File: config.mk
export PLATFORM = sky130hd
export DESIGN_NAME = fetch_thread_arbiter
export DESIGN_NICKNAME = d
export VERILOG_FILES = /design/src/rtl/cpu_pkg.sv /design/src/rtl/rr_pick4.sv /design/src/rtl/fetch_thread_arbiter.sv
export SDC_FILE = /design/constraint.sdc
export NUM_CORES = 1
export LEC_CHECK = 0
export BUFFER_PORTS_ARGS = -buffer_cell sky130_fd_sc_hd__buf_2
export CAP_MARGIN = 20
export CORE_AREA = 2 2 158 160
export CTS_BUF_LIST = sky130_fd_sc_hd__clkbuf_8
export CTS_CLUSTER_SIZE = 16
export DETAILED_ROUTE_END_ITERATION = 16
export DIE_AREA = 0 0 160 162
export PLACE_DENSITY = 0.62
export REMOVE_ABC_BUFFERS = 1
export SLEW_MARGIN = 30
export SYNTH_ARGS = -nofsm -noshare
export SYNTH_HDL_FRONTEND = slang
export SYNTH_HIERARCHICAL = 1
export SYNTH_SLANG_ARGS = --single-unit
File: constraint.sdc
create_clock -name clk -period 1.7 [get_ports clk]
set_input_delay 0.255 -clock clk [delete_from_list [all_inputs] [get_ports clk]]
set_output_delay 0.255 -clock clk [all_outputs]
set_load 0.05 [all_outputs]
File: src/rtl/cpu_pkg.sv
// Shared CPU-core constants and types used by the thread arbiters.
package cpu_pkg;

  localparam int THREAD_W        = 2;
  localparam int NTHREADS        = 4;
  localparam int TIMEOUT_DEFAULT = 255;

  typedef enum logic [1:0] {
    ST_IDLE = 2'd0,
    ST_BUSY = 2'd1,
    ST_DONE = 2'd2
  } state_t;

endpackage

File: src/rtl/rr_pick4.sv
// Combinational 4-way round-robin picker: first set request after the last winner.
module rr_pick4
  import cpu_pkg::*;
(
  input  logic [NTHREADS-1:0] req,
  input  logic [THREAD_W-1:0] last,
  output logic [THREAD_W-1:0] grant,
  output logic                valid
);

  // Scan from farthest to nearest so the nearest requester after last wins.
  always_comb begin
    grant = '0;
    valid = 1'b0;
    for (int k = NTHREADS; k >= 1; k--) begin
      if (req[last + THREAD_W'(k)]) begin
        grant = last + THREAD_W'(k);
        valid = 1'b1;
      end
    end
  end

endmodule

File: src/rtl/fetch_thread_arbiter.sv
// Shares the single FETCH port among four hardware threads, round-robin,
// with a watchdog that aborts transfers FETCH never acknowledges.
module fetch_thread_arbiter #(
  parameter int NTHREADS = 4,
  parameter int AW       = 32,
  parameter int DW       = 32,
  parameter int TIMEOUT  = cpu_pkg::TIMEOUT_DEFAULT
) (
  input  logic                           clk,
  input  logic                           rst,
  input  logic [NTHREADS-1:0]            t_req,
  input  logic [NTHREADS-1:0]            t_write,
  input  logic [NTHREADS*AW-1:0]         t_addr,
  input  logic [NTHREADS*DW-1:0]         t_wdata,
  output logic [NTHREADS-1:0]            t_ack,
  output logic                           t_err,
  output logic [DW-1:0]                  t_rdata,
  output logic                           f_enable,
  output logic                           f_write,
  output logic [AW-1:0]                  f_addr,
  output logic [DW-1:0]                  f_wdata,
  output logic [cpu_pkg::THREAD_W-1:0]   f_thread,
  input  logic [DW-1:0]                  f_rdata,
  input  logic                           f_ack
);
  import cpu_pkg::*;

  localparam int CW = (TIMEOUT > 1) ? $clog2(TIMEOUT) : 1;
  localparam logic [CW-1:0] CNT_LAST = CW'(TIMEOUT - 1);

  state_t              state;
  logic [THREAD_W-1:0] last;
  logic [THREAD_W-1:0] gnt;
  logic                gnt_vld;
  logic [CW-1:0]       cnt;

  rr_pick4 u_pick (
    .req   (t_req),
    .last  (last),
    .grant (gnt),
    .valid (gnt_vld)
  );

  always_ff @(posedge clk) begin
    if (rst) begin
      state    <= ST_IDLE;
      last     <= THREAD_W'(3);
      cnt      <= '0;
      f_enable <= 1'b0;
      f_write  <= 1'b0;
      f_addr   <= '0;
      f_wdata  <= '0;
      f_thread <= '0;
      t_ack    <= '0;
      t_err    <= 1'b0;
      t_rdata  <= '0;
    end else begin
      // Completion pulse lives only for the single DONE cycle.
      t_ack <= '0;
      t_err <= 1'b0;
      case (state)
        ST_IDLE: begin
          if (gnt_vld) begin
            f_thread <= gnt;
            f_addr   <= t_addr[int'(gnt)*AW +: AW];
            f_wdata  <= t_wdata[int'(gnt)*DW +: DW];
            f_write  <= t_write[gnt];
            f_enable <= 1'b1;
            cnt      <= '0;
            state    <= ST_BUSY;
          end
        end
        ST_BUSY: begin
          // An ack on the final watchdog cycle still counts as a clean completion.
          if (f_ack) begin
            t_rdata  <= f_write ? '0 : f_rdata;
            t_ack    <= NTHREADS'(1) << f_thread;
            f_enable <= 1'b0;
            last     <= f_thread;
            state    <= ST_DONE;
          end else if (cnt == CNT_LAST) begin
            t_rdata  <= '0;
            t_ack    <= NTHREADS'(1) << f_thread;
            t_err    <= 1'b1;
            f_enable <= 1'b0;
            last     <= f_thread;
            state    <= ST_DONE;
          end else begin
            cnt <= cnt + 1'b1;
          end
        end
        ST_DONE: begin
          cnt   <= '0;
          state <= ST_IDLE;
        end
        default: state <= ST_IDLE;
      endcase
    end
  end

endmodule

== Yosys cells after proc, flatten, opt, wreduce, memory -nomap -nowiden ==
Cells that the tools add are included.

* $add $sub $neg: 4
* Order comparisons: 5
* Equality and inequality tests: 7
* Shift operators: 3
* Multiplexer cells: 38
* Bitwise logic cells: 1
* Reductions and logical operators: 11

{| class="wikitable"
|+ Operators by type and width
! cell !! number
|-
| indexed part select 128 x 8 -> 32 bit || 2
|-
| two-way mux 32 bit || 3
|-
| two-way mux 8 bit || 3
|-
| case mux 8 bit (3 select lines) || 1
|-
| two-way mux 2 bit || 9
|-
| < comparator 2 x 3 -> 1 bit (second input constant) || 5
|-
| two-way mux 1 bit || 13
|-
| binary-select mux 1 bit (select 2 bit) || 5
|-
| adder 8 x 1 -> 8 bit (second input constant) || 1
|-
| == test 8 bit (second input constant) || 1
|-
| two-way mux 4 bit || 2
|-
| inequality test 2 bit (second input constant) || 3
|-
| AND reduction 2 bit || 3
|-
| adder 2 bit (second input constant) || 2
|-
| case mux 2 bit (2 select lines) || 1
|-
| AND reduction 4 bit || 1
|-
| nonzero test 2 bit || 2
|-
| << shifter 1 x 2 -> 4 bit (first input constant) || 1
|-
| inequality test 3 bit (second input constant) || 1
|-
| AND reduction 3 bit || 1
|-
| nonzero test 3 bit || 1
|-
| OR reduction 3 bit || 1
|-
| adder 2 x 1 -> 2 bit (second input constant) || 1
|-
| == test 2 x 1 -> 1 bit (second input constant) || 1
|-
| other kinds (5) || 5
|}

* Flip-flop bits (word level): 117
* Bits of input ports: 299
* Output and inout port bits: 105
* Logic and storage cells: 80

== Logic depth before layout (Yosys ltp) ==
Gate-level depths: netlist of the first run.

* Depth after elaboration: 8
* Depth in mapped cells: 8
* Mapped depth without buffers: 7

== By module ==
The synthesis of the first run kept the hierarchy.

{| class="wikitable"
|+ By module, submodules not included
! module !! times used !! cells an instance !! area each (um^2) !! sequential area each (um^2)
|-
| fetch_thread_arbiter || 1 || 526 || 5677.9 || 2342.2
|-
| rr_pick4 || 1 || 14 || 91.3 || 0.0
|}

== Worst setup path before layout of the first run ==
OpenSTA, ideal clock, no wires.

* Path type: flip-flop to flip-flop
* Start point: register last[1]
* End point: register f_addr[10]
* Setup time: 132 ps
* Data arrival time: 1764 ps
* Data required time: 1568 ps
* Path slack: -197 ps
* Stages on the path, launching flop included: 9
* Clock period less this slack: 1897 ps
* Cell sequence: dfxtp_1 > nand2b_1 > a21oi_2 > o221ai_2 > buf_6 > buf_8 > mux4_2 > nand2_1 > a21oi_1

* Word-level cells in the longest chain between the ends: 7
* Elaborated cells between the ends (all ways): 21
* Classes of those cells: 3 x add/sub; 1 x shift; 16 x mux; 1 x reduce/logical

{| class="wikitable"
|+ RTL lines
! item !! RTL line !! text
|-
| start: declaration || fetch_thread_arbiter.sv:32 || <nowiki>logic [THREAD_W-1:0] last;</nowiki>
|-
| start signal: assignment || fetch_thread_arbiter.sv:79 || <nowiki>last <= f_thread;</nowiki>
|-
| start signal: assignment || fetch_thread_arbiter.sv:86 || <nowiki>last <= f_thread;</nowiki>
|-
| adder 2 bit or binary-select mux 1 bit (select 2 bit) (tied branches) || rr_pick4.sv:16 || <nowiki>if (req[last + THREAD_W'(k)]) begin</nowiki>
|-
| binary-select mux 1 bit (select 2 bit) or two-way mux 1 bit (tied branches) || rr_pick4.sv:16 ||
|-
| two-way mux 1 bit (implied by the code) or two-way mux 2 bit (tied branches) || rr_pick4.sv:16 ||
|-
| two-way mux 2 bit (2 in a row) || rr_pick4.sv:16 ||
|-
| two-way mux 2 bit (*) || rr_pick4.sv:16 ||
|-
| via gnt[0] || fetch_thread_arbiter.sv:33 || <nowiki>logic [THREAD_W-1:0] gnt;</nowiki>
|-
| indexed part select 128 x 8 -> 32 bit (*) || fetch_thread_arbiter.sv:65 || <nowiki>f_addr <= t_addr[int'(gnt)*AW +: AW];</nowiki>
|-
| end signal: assignment || fetch_thread_arbiter.sv:65 ||
|-
| end: declaration || fetch_thread_arbiter.sv:20 || <nowiki>output logic [AW-1:0] f_addr,</nowiki>
|}

The timed path passes the listed nets; every way through them passes the cells marked *. The select of a mux whose other input is x is not followed.
A chain may end at the register's enable or synchronous reset.

== Worst setup path in the final report of the first run ==
* Start point: register last[1]
* End point: register f_wdata[25]

* Word-level cells in the longest chain between the ends: 7
* Elaborated cells between the ends (all ways): 21
* Classes of those cells: 3 x add/sub; 1 x shift; 16 x mux; 1 x reduce/logical

{| class="wikitable"
|+ RTL lines
! item !! RTL line !! text
|-
| adder 2 bit or binary-select mux 1 bit (select 2 bit) (tied branches) || rr_pick4.sv:16 ||
|-
| binary-select mux 1 bit (select 2 bit) or two-way mux 1 bit (tied branches) || rr_pick4.sv:16 ||
|-
| two-way mux 1 bit (implied by the code) or two-way mux 2 bit (tied branches) || rr_pick4.sv:16 ||
|-
| two-way mux 2 bit (2 in a row) || rr_pick4.sv:16 ||
|-
| two-way mux 2 bit (*) || rr_pick4.sv:16 ||
|-
| via gnt[0] || fetch_thread_arbiter.sv:33 ||
|-
| indexed part select 128 x 8 -> 32 bit (*) || fetch_thread_arbiter.sv:66 || <nowiki>f_wdata <= t_wdata[int'(gnt)*DW +: DW];</nowiki>
|-
| end signal: assignment || fetch_thread_arbiter.sv:66 ||
|-
| end: declaration || fetch_thread_arbiter.sv:21 || <nowiki>output logic [DW-1:0] f_wdata,</nowiki>
|}

Marks and branches as above.

==> metrics.yaml, run 1 <==
status: "finished, violations left"
failed_checks: "negative setup slack"
start_util: 0.239
detail_route.iter0.violations: 294
clock_skew_ns: 0.0211
vias_per_cell: 4.66
die-area_um2: 25900
setup_viol: 65
cp-end-kind: "register"
rsz0062_at_grt: "true"
slowest_delay_ns: 0.49
clk_pin_slew_ns: 0.08
layout-drive-gt1-share: 0.590
die_y_um: 162
finalHoldViolations: 0
cts-buffers-inserted: 17
synth.distinct_cells: 43
drt_first_pass_iters: 4
wl_mm: 24.9
ys_ff_latch: 117
grtUsageTotal: 0.178
gp_congestion: 0.843
grt_pass1_vias: 6007
yosysWarningCount: 6
dpl_worst_slack_ns: -0.417
cts_tree: "done"
drcViolationCount: 0
fin_crit_sh: 1.16
clock_sinks: 117
clockRootBuffer: "clkbuf_8"
wire_per_inst_um: 19.0
syn_inst: 540
antenna_left: 0
clock_path_buffers: 2
cp_common_cell: "buf_12"
post-route-min-period_ns: 1.97
overflow: 0
grt_max_degree: 45
pin_count: 404
dpl.hpwl_mm: 18.2
antenna_found_initial: 7
fin_nets: 1274
tightest_slew_ns: 0.536
power_density_nw_per_um2: 985
grt_pass1_wl_mm: 35.0
max-cap-violations: 0
worst_ep_required_time_ns: 1.98
utilization: 0.383
fin_ws_ns: -0.272
slew_violations: 0
ys_seq_area_frac: 0.406
relSlewSlack: 0.642
cp_slowest_cell: "mux4_2"
clkLatencyLatePin_ns: 0.43
synth.cell_area_um2: 5770
vias: 6124
port_buffers: 403
cp-start-kind: "register"
critPathKind: "register to register"
htreeDepth: 4
leakage_nw: 4.32
area_delta_synth_final_pct: 60.0
syn_area_per_cell_um2: 10.7
core_um2: 24100
crit_chain: "buf_4 -> nand2b_1 -> o221ai_4 -> buf_12 -> buf_12 -> buf_12 -> mux4_2 -> nand2_1 -> a21oi_1"
hold_path_class: "input pin to register"
worstPathMaxFanout: 7
die_w_um: 160
rows: 57
fmax_ghz: 0.507
ir_drop_mv: 0.565
crit_arrival_ns: 2.25
[cell usage after synthesis]
library cell	number	area [µm²]
inv_1	4	15.0
nor3b_4	1	18.8
nand3b_1	1	7.51
a21oi_1	73	365
buf_6	7	78.8
buf_8	4	60.1
nor3_1	1	5.00
buf_1	2	7.51
o221ai_2	1	15.0
mux2i_1	2	20.0
a211o_4	1	17.5
and2_1	1	6.26
nand2b_4	1	13.8
buf_2	10	50.1
and4b_1	1	10.0
mux4_2	65	1460
and2b_1	1	7.51
clkbuf_1	19	71.3
o21a_1	4	30.0
a21oi_4	1	16.3
a22o_1	32	280
o21bai_1	1	7.51
nor4_1	1	6.26
and4_4	1	11.3
and3_1	2	12.5
a21o_4	1	15.0
mux2_4	1	15.0
and3_4	1	11.3
ha_1	2	25.0
nand3_1	4	20.0
nand4_1	1	6.26
nand2b_1	4	25.0
dfxtp_1	117	2340
a21oi_2	2	17.5
nor2_2	1	6.26
nor2_1	9	33.8
nand2_1	141	529
and2b_2	1	8.76
o21ai_0	4	20.0
nor3b_1	2	15.0
a31oi_1	9	56.3
buf_4	2	15.0
o32a_1	1	10.0
[cells in the final DEF (no fill, tap or decap), types with 4 or more instances in the layout]
cell type  instances
a21oi_1           69
a21oi_2            4
a22o_1            32
a31oi_1            8
buf_12            16
buf_16             4
buf_2            402
buf_4             21
buf_6              7
clkbuf_16          6
clkbuf_8          19
clkinv_2           4
dfxtp_1          115
inv_1              5
mux4_2            65
nand2_1          134
nand2_2            6
nand3_1            4
nor2_1             9
o21a_1             4
o21ai_0            4
[power by group]
part	internal (mW)	switching, mW
Sequential	2.99	0.141
Combinational	1.40	1.90
Clock	1.37	1.28
Total	5.77	3.32
[repair_timing]
action	4_1_cts	5_1_grt
endpoints found under the setup margin	65	105
gates resized for setup	11	18
hold endpoints to repair	2	0
hold buffers	2	0
setup buffers	5	6
pin swaps	6	7
gates cloned	3	8
[critical path, delay by kind of cell, from the launching register on]
kind	cells	cell delay (ns)
muxes	1	0.49
DFF	1	0.36
and+or+nand+nor	2	0.25
AOI/OAI and AO/OA	2	0.14
buffers and inverters	4	0.59
[cells by family (layout without fill, tap and decap cells)]
group | after synthesis | in the layout | synth area share
other | 0 | 3 | 0
muxes | 68 | 68 | 0.260
DFF | 117 | 117 | 0.406
AOI/OAI and AO/OA | 130 | 130 | 0.147
adders and majority gates | 2 | 2 | 0.00434
buffers and inverters | 48 | 494 | 0.0516
and+or+nand+nor | 175 | 175 | 0.131
[routing by layer]
layer | GRT usage | vias up | wire [µm]
li1 | - | 2869 | -
met1 | 0.200 | 2902 | 9090
met2 | 0.323 | 318 | 13200
met3 | 0.0600 | 25 | 2250
met4 | 0.0487 | 10 | 330
met5 | 0 | - | 58
[layout make-up]
class | instances | area (µm²)
Fill cell | 2481 | 14900
Multi-Input combinational cell | 375 | 3210
Timing Repair Buffer | 458 | 2850
Sequential cell | 117 | 2350
Tap cell | 324 | 405
Clock buffer | 19 | 262
Clock inverter | 13 | 133
Inverter | 4 | 15.0
Antenna cell | 3 | 7.51
[flip-flops by register name (all words and copies together), names as in the netlist]
register / flops
f_wdata: 32
state: 2
cnt: 8
t_rdata: 32
f_addr: 32
last: 2
f_enable: 1
t_err: 1
f_thread: 2
t_ack: 4
f_write: 1
[stage by stage]
step	total power [mW]	hold slack [ns]	TNS, ns	cell area (µm²)	cells
6_report	9.09	0.0488	-13.93	9230	1313
5_1_grt	9.58	0.0134	-18.53	9230	1312
4_1_cts	9.07	0.00575	-16.01	8930	1297
3_5_place_dp	6.21	0.444	-22.57	8330	1255
3_3_place_gp	6.17	0.438	-19.68	8330	1255
2_1_floorplan	5.16	0.321	-199.12	5490	496
[final timing paths]
check / start / slack [ns] / cells past startpoint / end
setup reg to reg: last[1] / -0.27 / 9 / f_wdata[25]
hold / removal: f_rdata[3] / 0.05 / 2 / t_rdata[3]
hold reg to reg: f_addr[1] / 0.45 / 2 / f_addr[1]
setup / recovery: last[1] / -0.27 / 9 / f_wdata[25]
Note: power is estimated with default switching activity, not from simulation.
==> run 2, diff against run 1 <==
--- a/config.mk
+++ b/config.mk
@@ -5,14 +5,16 @@
 export SDC_FILE = /design/constraint.sdc
 export NUM_CORES = 1
 export LEC_CHECK = 0
+export ABC_AREA = 1
 export BUFFER_PORTS_ARGS = -buffer_cell sky130_fd_sc_hd__buf_2
 export CAP_MARGIN = 20
-export CORE_AREA = 2 2 158 160
+export CORE_AREA = 2 2 156 158
 export CTS_BUF_LIST = sky130_fd_sc_hd__clkbuf_8
 export CTS_CLUSTER_SIZE = 16
 export DETAILED_ROUTE_END_ITERATION = 16
-export DIE_AREA = 0 0 160 162
-export PLACE_DENSITY = 0.62
+export DIE_AREA = 0 0 158 160
+export HOLD_SLACK_MARGIN = 0.15
+export PLACE_DENSITY = 0.67
 export REMOVE_ABC_BUFFERS = 1
 export SLEW_MARGIN = 30
 export SYNTH_ARGS = -nofsm -noshare
==> constraint.sdc (replaced) <==
create_clock -name clk -period 1.7 [get_ports clk]
set_input_delay 0.51 -clock clk [delete_from_list [all_inputs] [get_ports clk]]
set_output_delay 0.51 -clock clk [all_outputs]
set_load 0.05 [all_outputs]
==> metrics.yaml, run 2 <==
overflow: 0  # unchanged
hp-start: "f_ack"
die_w_um: 158  # -1.3%
die_y_um: 160  # -1.2%
gp_congestion: 0.841  # -0.20%
core_um2: 23800  # -1.2%
synth_largest_area_cell: "dfxtp_1"
pin_count: 404  # unchanged
drcViolationCount: 0  # unchanged
drt_first_pass_iters: 5  # +1
clockRootBuffer: "clkbuf_8"
cts_tree: "done"
setup_tns_ns: -21.06  # -7.13 ns
grt_max_degree: 53  # +18%
dpl.hpwl_mm: 19.7  # +8.4%
layout_common_cells: "buf_2 (400), nor2_1 (254), o21ai_1 (148)"
leakage_nw: 5.27  # +22%
syn_area_per_cell_um2: 6.30  # -41%
crit_arrival_ns: 2.48  # +0.23 ns
max-cap-violations: 0  # unchanged
postCtsHoldBufs: 0  # -2
reg2reg_depth: 14  # +5
grt_pass1_vias: 7872  # +31%
rsz0062_at_grt: "true"
synth_top_cell_area_share: 0.359  # -0.0472
synth_area_leaders: "dfxtp_1 (36%), nor2_1 (16%), o21ai_0 (8.4%), nand2_1 (7.6%), o21ai_1 (6.9%)"
relSlewSlack: 0.774  # +0.132
slew_violations: 0  # unchanged
post-route-cell-area_um2: 10000  # +8.6%
port_buffers: 403  # unchanged
hold_slack_ns: 0.291  # +0.243 ns
rows: 57  # unchanged
power_density_nw_per_um2: 1490  # +52%
fmax_ghz: 0.477  # -5.8%
failed_checks: "negative setup slack"
antenna_left: 0  # unchanged
area_delta_synth_final_pct: 53.6
r2r_end: "f_wdata[8]"
yosysWarningCount: 6  # unchanged
detail_route.iter0.violations: 413  # +40%
ir_drop_mv: 0.820  # +45%
finalHoldViolations: 0  # unchanged
ys_seq_area_frac: 0.359  # -0.0472
min_path_cells: 2  # unchanged
grt_pass1_wl_mm: 39.0  # +11%
p_total_mw: 15.0  # +65%
wire_per_inst_um: 15.2  # -20%
synth_edf_count: 0  # unchanged
fin_nets: 1736  # +36%
async_reset_ff_frac: 0  # unchanged
cp-start-kind: "register"
clkLatencyLatePin_ns: 0.45  # +0.02 ns
die-area_um2: 25300  # -2.5%
synth_most_common_cell: "nor2_1"
status: "finished, violations left"
hold_path_class: "input pin to register"
fin_crit_sh: 1.23  # +0.0721
start_util: 0.274  # +0.0347
clock_skew_ns: 0.0168  # -0.00428 ns
worstPathMaxFanout: 26  # +19
dpl_cell_area_um2: 9080  # +8.9%
vias: 8411  # +37%
synthTopCellsByCount: "nor2_1 (270), nand2_1 (133), dfxtp_1 (117)"
ys_ff_latch: 117  # unchanged
clk_pin_slew_ns: 0.08  # about the same
clock_path_buffers: 2  # unchanged
syn_inst: 1037  # +92%
synth.distinct_cells: 29  # -33%
fillCellCount: 2541  # +2.4%
synth.cell_area_um2: 6530  # +13%
hold_end: "t_err"
clock_sinks: 117  # unchanged
worst_ep_required_time_ns: 2.09  # +0.11 ns
cp-end-kind: "register"
antenna_found_initial: 5  # -2
wl_mm: 27.0  # +8.3%
layout-drive-gt1-share: 0.401  # -0.190
top_regs: "f_addr (32), f_wdata (32), t_rdata (32)"
setup_viol: 67  # +3.1%
cts-buffers-inserted: 17  # unchanged
post-route-min-period_ns: 2.09  # +0.122 ns
critPathKind: "register to register"
vias_per_cell: 4.74  # +1.5%
r2r-start: "last[0]"
r2r_slack_ns: -0.39  # -0.12 ns
htreeDepth: 4  # unchanged
fin_ws_ns: -0.394  # -0.122 ns
tightest_slew_ns: 0.341  # -0.195 ns
synthFlopType: "dfxtp_1"
final_common_cell: "buf_2"
grtUsageTotal: 0.196  # +0.0177
run 2: changes by cell type after synthesis, sizes merged, moves of 11 or more:
cell    previous run  this run
a21oi             76        38
a22o              32         0
buf               25        37
clkbuf            19        38
inv                4       100
mux4              65         0
nand3              4        15
nor2              10       274
o21ai              4       202
o22ai              0        65
run 2: cells by family after synthesis:
kind of cell,count (synthesis),share of synthesized area
adder cells (fa/ha/maj),2,0.00383
buffers and inverters,176,0.126
AO/OA/AOI/OAI,306,0.249
flip-flops,117,0.359
AND/OR/NAND/NOR,436,0.263
run 2: worst max path at each step:
stage | startpoint | to | slack, ns | cells past startpoint
after floorplan | last[0] | f_addr[20] | -2.76 | 13
after global placement | t_req[1] | f_wdata[29] | -0.48 | 16
after detailed placement | t_req[2] | f_wdata[29] | -0.47 | 14
after CTS | last[0] | f_wdata[4] | -0.31 | 15
after global routing | last[0] | f_addr[22] | -0.51 | 14
final | last[0] | f_wdata[8] | -0.39 | 14
run 2: final cells by class:
cell class	instances	area [µm²]	area share
Multi-Input combinational cell	744	3690	0.368
Timing Repair Buffer	454	2790	0.278
Sequential cell	117	2350	0.234
Inverter	101	408	0.0407
Tap cell	324	405	0.0404
Clock buffer	18	248	0.0247
Clock inverter	14	128	0.0127
Antenna cell	4	10.0	0.000998
run 2: critical path, stage by stage, from the launching register on:
cell and delay (ns):
dfxtp_4 0.38, buf_12 0.12, inv_8 0.05, nand2_4 0.06, nand2_1 0.08, and2_4 0.18, nor2_2 0.13, nand3_4 0.11
nand2_8 0.15, buf_12 0.16, buf_12 0.17, o21ai_0 0.10, o22ai_1 0.19, o21ai_1 0.08, inv_1 0.05
run 2: metrics by stage:
| step | instances | util | setup slack (ns) |
|---|---|---|---|
| global route | 1776 | 0.421 | -0.510 |
| detailed placement | 1732 | 0.381 | -0.468 |
| floorplan | 962 | - | -2.76 |
| finish | 1776 | 0.421 | -0.394 |
| global placement | 1732 | 0.381 | -0.482 |
| CTS | 1764 | 0.398 | -0.306 |
run 2: power breakdown:
group | switching, mW | total, mW | leakage (nW) | internal (mW)
clock network | 1.31 | 2.51 | 0.187 | 1.20
registers | 0.303 | 3.60 | 0.965 | 3.30
logic | 5.75 | 8.85 | 4.12 | 3.10
run 2: repair_timing:
item	in CTS	in global routing
hold endpoints to repair	0	0
resized for setup	35	154
endpoints found under the setup margin	73	75
buffers inserted	0	2
cloned	0	6
pin swaps	0	23
run 2: per-layer routing:
| layer | share of wire | GRT usage | vias to the layer above |
|---|---|---|---|
| met5 | 0.00048 | 0 | - |
| met4 | 0.027 | 0.0844 | 2 |
| met3 | 0.086 | 0.0611 | 44 |
| met2 | 0.49 | 0.342 | 353 |
| met1 | 0.40 | 0.217 | 3846 |
| li1 | - | - | 4166 |
==> run 3, diff against run 2 <==
--- a/config.mk
+++ b/config.mk
@@ -15,6 +15,7 @@
 export DIE_AREA = 0 0 158 160
 export HOLD_SLACK_MARGIN = 0.15
 export PLACE_DENSITY = 0.67
+export RECOVER_POWER = 100
 export REMOVE_ABC_BUFFERS = 1
 export SLEW_MARGIN = 30
 export SYNTH_ARGS = -nofsm -noshare
==> metrics.yaml, run 3 (synthesized netlist as in run 2, its figures left out) <==
status: "finished, violations left"
failed_checks: "negative setup slack"
clk_pin_slew_ns: 0.08  # about the same
r2r-start: "last[0]"
min_path_cells: 2  # unchanged
worstPathMaxFanout: 26  # unchanged
drcViolationCount: 0  # unchanged
power.share.sequential: 0.241  # about the same
post-route-min-period_ns: 2.10  # +0.00435 ns
wl_mm: 26.9  # -0.29%
wire_per_inst_um: 15.2  # -0.29%
antenna_left: 0  # unchanged
ir_drop_mv: 0.822  # +0.20%
worst_ep_required_time_ns: 2.09  # about the same
top_regs: "f_addr (32), f_wdata (32), t_rdata (32)"
p_int_mw: 7.59  # -0.24%
multiInputGateArea_um2: 3680  # -0.20%
cp-end-kind: "register"
layout-drive-gt1-share: 0.398  # -0.00276
crit_arrival_ns: 2.49  # about the same
tightest_slew_ns: 0.394  # +0.0530 ns
seqCellArea_um2: 2350  # unchanged
setup_viol: 67  # unchanged
cts_tree: "done"
critPathKind: "register to register"
r2r_slack_ns: -0.40  # about the same
grt_pass1_wl_mm: 39.0  # unchanged
port_buffers: 403  # unchanged
postCtsHoldBufs: 0  # unchanged
finalHoldViolations: 0  # unchanged
layout_common_cells: "buf_2 (307), nor2_1 (256), o21ai_1 (148)"
slew_violations: 0  # unchanged
grt_pass1_vias: 7872  # unchanged
rows: 57  # unchanged
clock_path_buffers: 2  # unchanged
rsz0062_at_grt: "true"
pin_count: 404  # unchanged
core_um2: 23800  # unchanged
hold_path_class: "input pin to register"
max-cap-violations: 0  # unchanged
hp-start: "f_ack"
leakage_nw: 5.22  # -1.1%
clkLatencyLatePin_ns: 0.45  # about the same
hold_end: "t_err"
area_delta_synth_final_pct: 53.4
gp_congestion: 0.841  # unchanged
power_density_nw_per_um2: 1500  # +0.18%
fmax_ghz: 0.477  # -0.21%
vias: 8412  # +0.012%
r2r_end: "f_wdata[8]"
overflow: 0  # unchanged
cp-start-kind: "register"
reg2reg_depth: 14  # unchanged
start_util: 0.274  # unchanged
power_frac_comb: 0.590  # -0.002
vias_per_cell: 4.74  # about the same
dpl_worst_slack_ns: -0.468  # unchanged
die_w_um: 158  # unchanged
final_common_cell: "buf_2"
cts-buffers-inserted: 17  # unchanged
drt_first_pass_iters: 5  # unchanged
relSlewSlack: 0.736  # -0.0378
dpl.hpwl_mm: 19.7  # unchanged
grtUsageTotal: 0.196  # unchanged
swShare: 0.493  # +0.00148
fin_ws_ns: -0.399  # -0.00435 ns
clock_skew_ns: 0.0171  # +0.000345 ns
grt_max_degree: 53  # unchanged
detail_route.iter0.violations: 450  # +9.0%
clock_sinks: 117  # unchanged
antenna_found_initial: 5  # unchanged
p_total_mw: 15.0  # about the same
power_frac_clock: 0.169  # about the same
die-area_um2: 25300  # unchanged
clockRootBuffer: "clkbuf_8"
htreeDepth: 4  # unchanged
power_switching_mw: 7.39  # +0.36%
fin_crit_sh: 1.23  # +0.00256
fin_nets: 1736  # unchanged
die_y_um: 160  # unchanged
fillCellCount: 2544  # +0.12%
-- run 3: cell types whose count changed in the layout (fill, tap and decap cells not counted) --
| cell | previous run | this run |
|---|---|---|
| buf_2 | 400 | 307 |
| clkbuf_2 | 0 | 93 |
| nor2_1 | 254 | 256 |
| nor2_2 | 18 | 16 |
| buf_12 | 17 | 16 |
| buf_8 | 3 | 4 |
| clkinv_1 | 1 | 2 |
| inv_2 | 6 | 5 |
| nand2_1 | 111 | 112 |
| nand2_2 | 13 | 12 |
-- run 3: worst max-delay path, stage by stage, from the launching register on --
cell     delay [ns]
dfxtp_4        0.38
buf_12         0.12
inv_8          0.05
nand2_4        0.06
nand2_1        0.08
and2_4         0.18
nor2_2         0.13
nand3_4        0.11
nand2_8        0.15
buf_12         0.17
buf_12         0.17
o21ai_0        0.10
o22ai_1        0.20
o21ai_1        0.08
inv_1          0.05
-- run 3: area by class of cell --
class,instances,area share
repair buffers,454,0.278
clock buffers,18,0.0247
inverters,101,0.0407
clock inverters,14,0.0127
diodes,4,0.00100
flip-flops and latches,117,0.235
well taps,324,0.0405
multi-input cells,744,0.368
-- run 3: what timing repair did --
action | CTS | global route
setup buffers | 0 | 2
pin swaps | 0 | 23
cloned | 0 | 6
hold endpoints to repair | 0 | 0
gates resized for setup | 35 | 154
setup endpoints to repair | 73 | 75
-- run 3: power groups by stage --
stage / combinational, mW / clock, mW / sequential [mW]
3_3_place_gp: 7.73 / 0 / 3.63
5_1_grt: 9.59 / 2.72 / 3.68
3_5_place_dp: 7.82 / 0 / 3.64
6_report: 8.84 / 2.53 / 3.61
4_1_cts: 7.94 / 2.63 / 3.59
2_1_floorplan: 3.10 / 0 / 5.40
-- run 3: worst max-delay path by stage --
stage                  endpoint  slack (ns)  depth (start not counted)      from
finish               f_wdata[8]       -0.40                         14   last[0]
global placement    f_wdata[29]       -0.48                         16  t_req[1]
global route         f_addr[22]       -0.51                         14   last[0]
detailed placement  f_wdata[29]       -0.47                         14  t_req[2]
floorplan            f_addr[20]       -2.76                         13   last[0]
CTS                  f_wdata[4]       -0.31                         15   last[0]
-- run 3: metrics by stage --
stage | hold slack, ns | cells | util | TNS (ns) | instance area [µm²]
2_1_floorplan | 0.469 | 962 | - | -190.01 | 6100
3_3_place_gp | 0.446 | 1732 | 0.381 | -27.45 | 9080
3_5_place_dp | 0.450 | 1732 | 0.381 | -28.51 | 9080
4_1_cts | 0.249 | 1764 | 0.398 | -16.41 | 9490
5_1_grt | 0.257 | 1776 | 0.420 | -30.38 | 10000
6_report | 0.287 | 1776 | 0.420 | -21.06 | 10000
-- run 3: routing by layer --
metal  routed length, µm  share of wire  vias to the layer above  GRT usage
met5                  13        0.00048                        -          0
met4                 774          0.029                        2     0.0844
met3                2280          0.085                       48     0.0611
met2               13200           0.49                      359      0.342
met1               10700           0.40                     3840      0.217
li1                    -              -                     4163          -
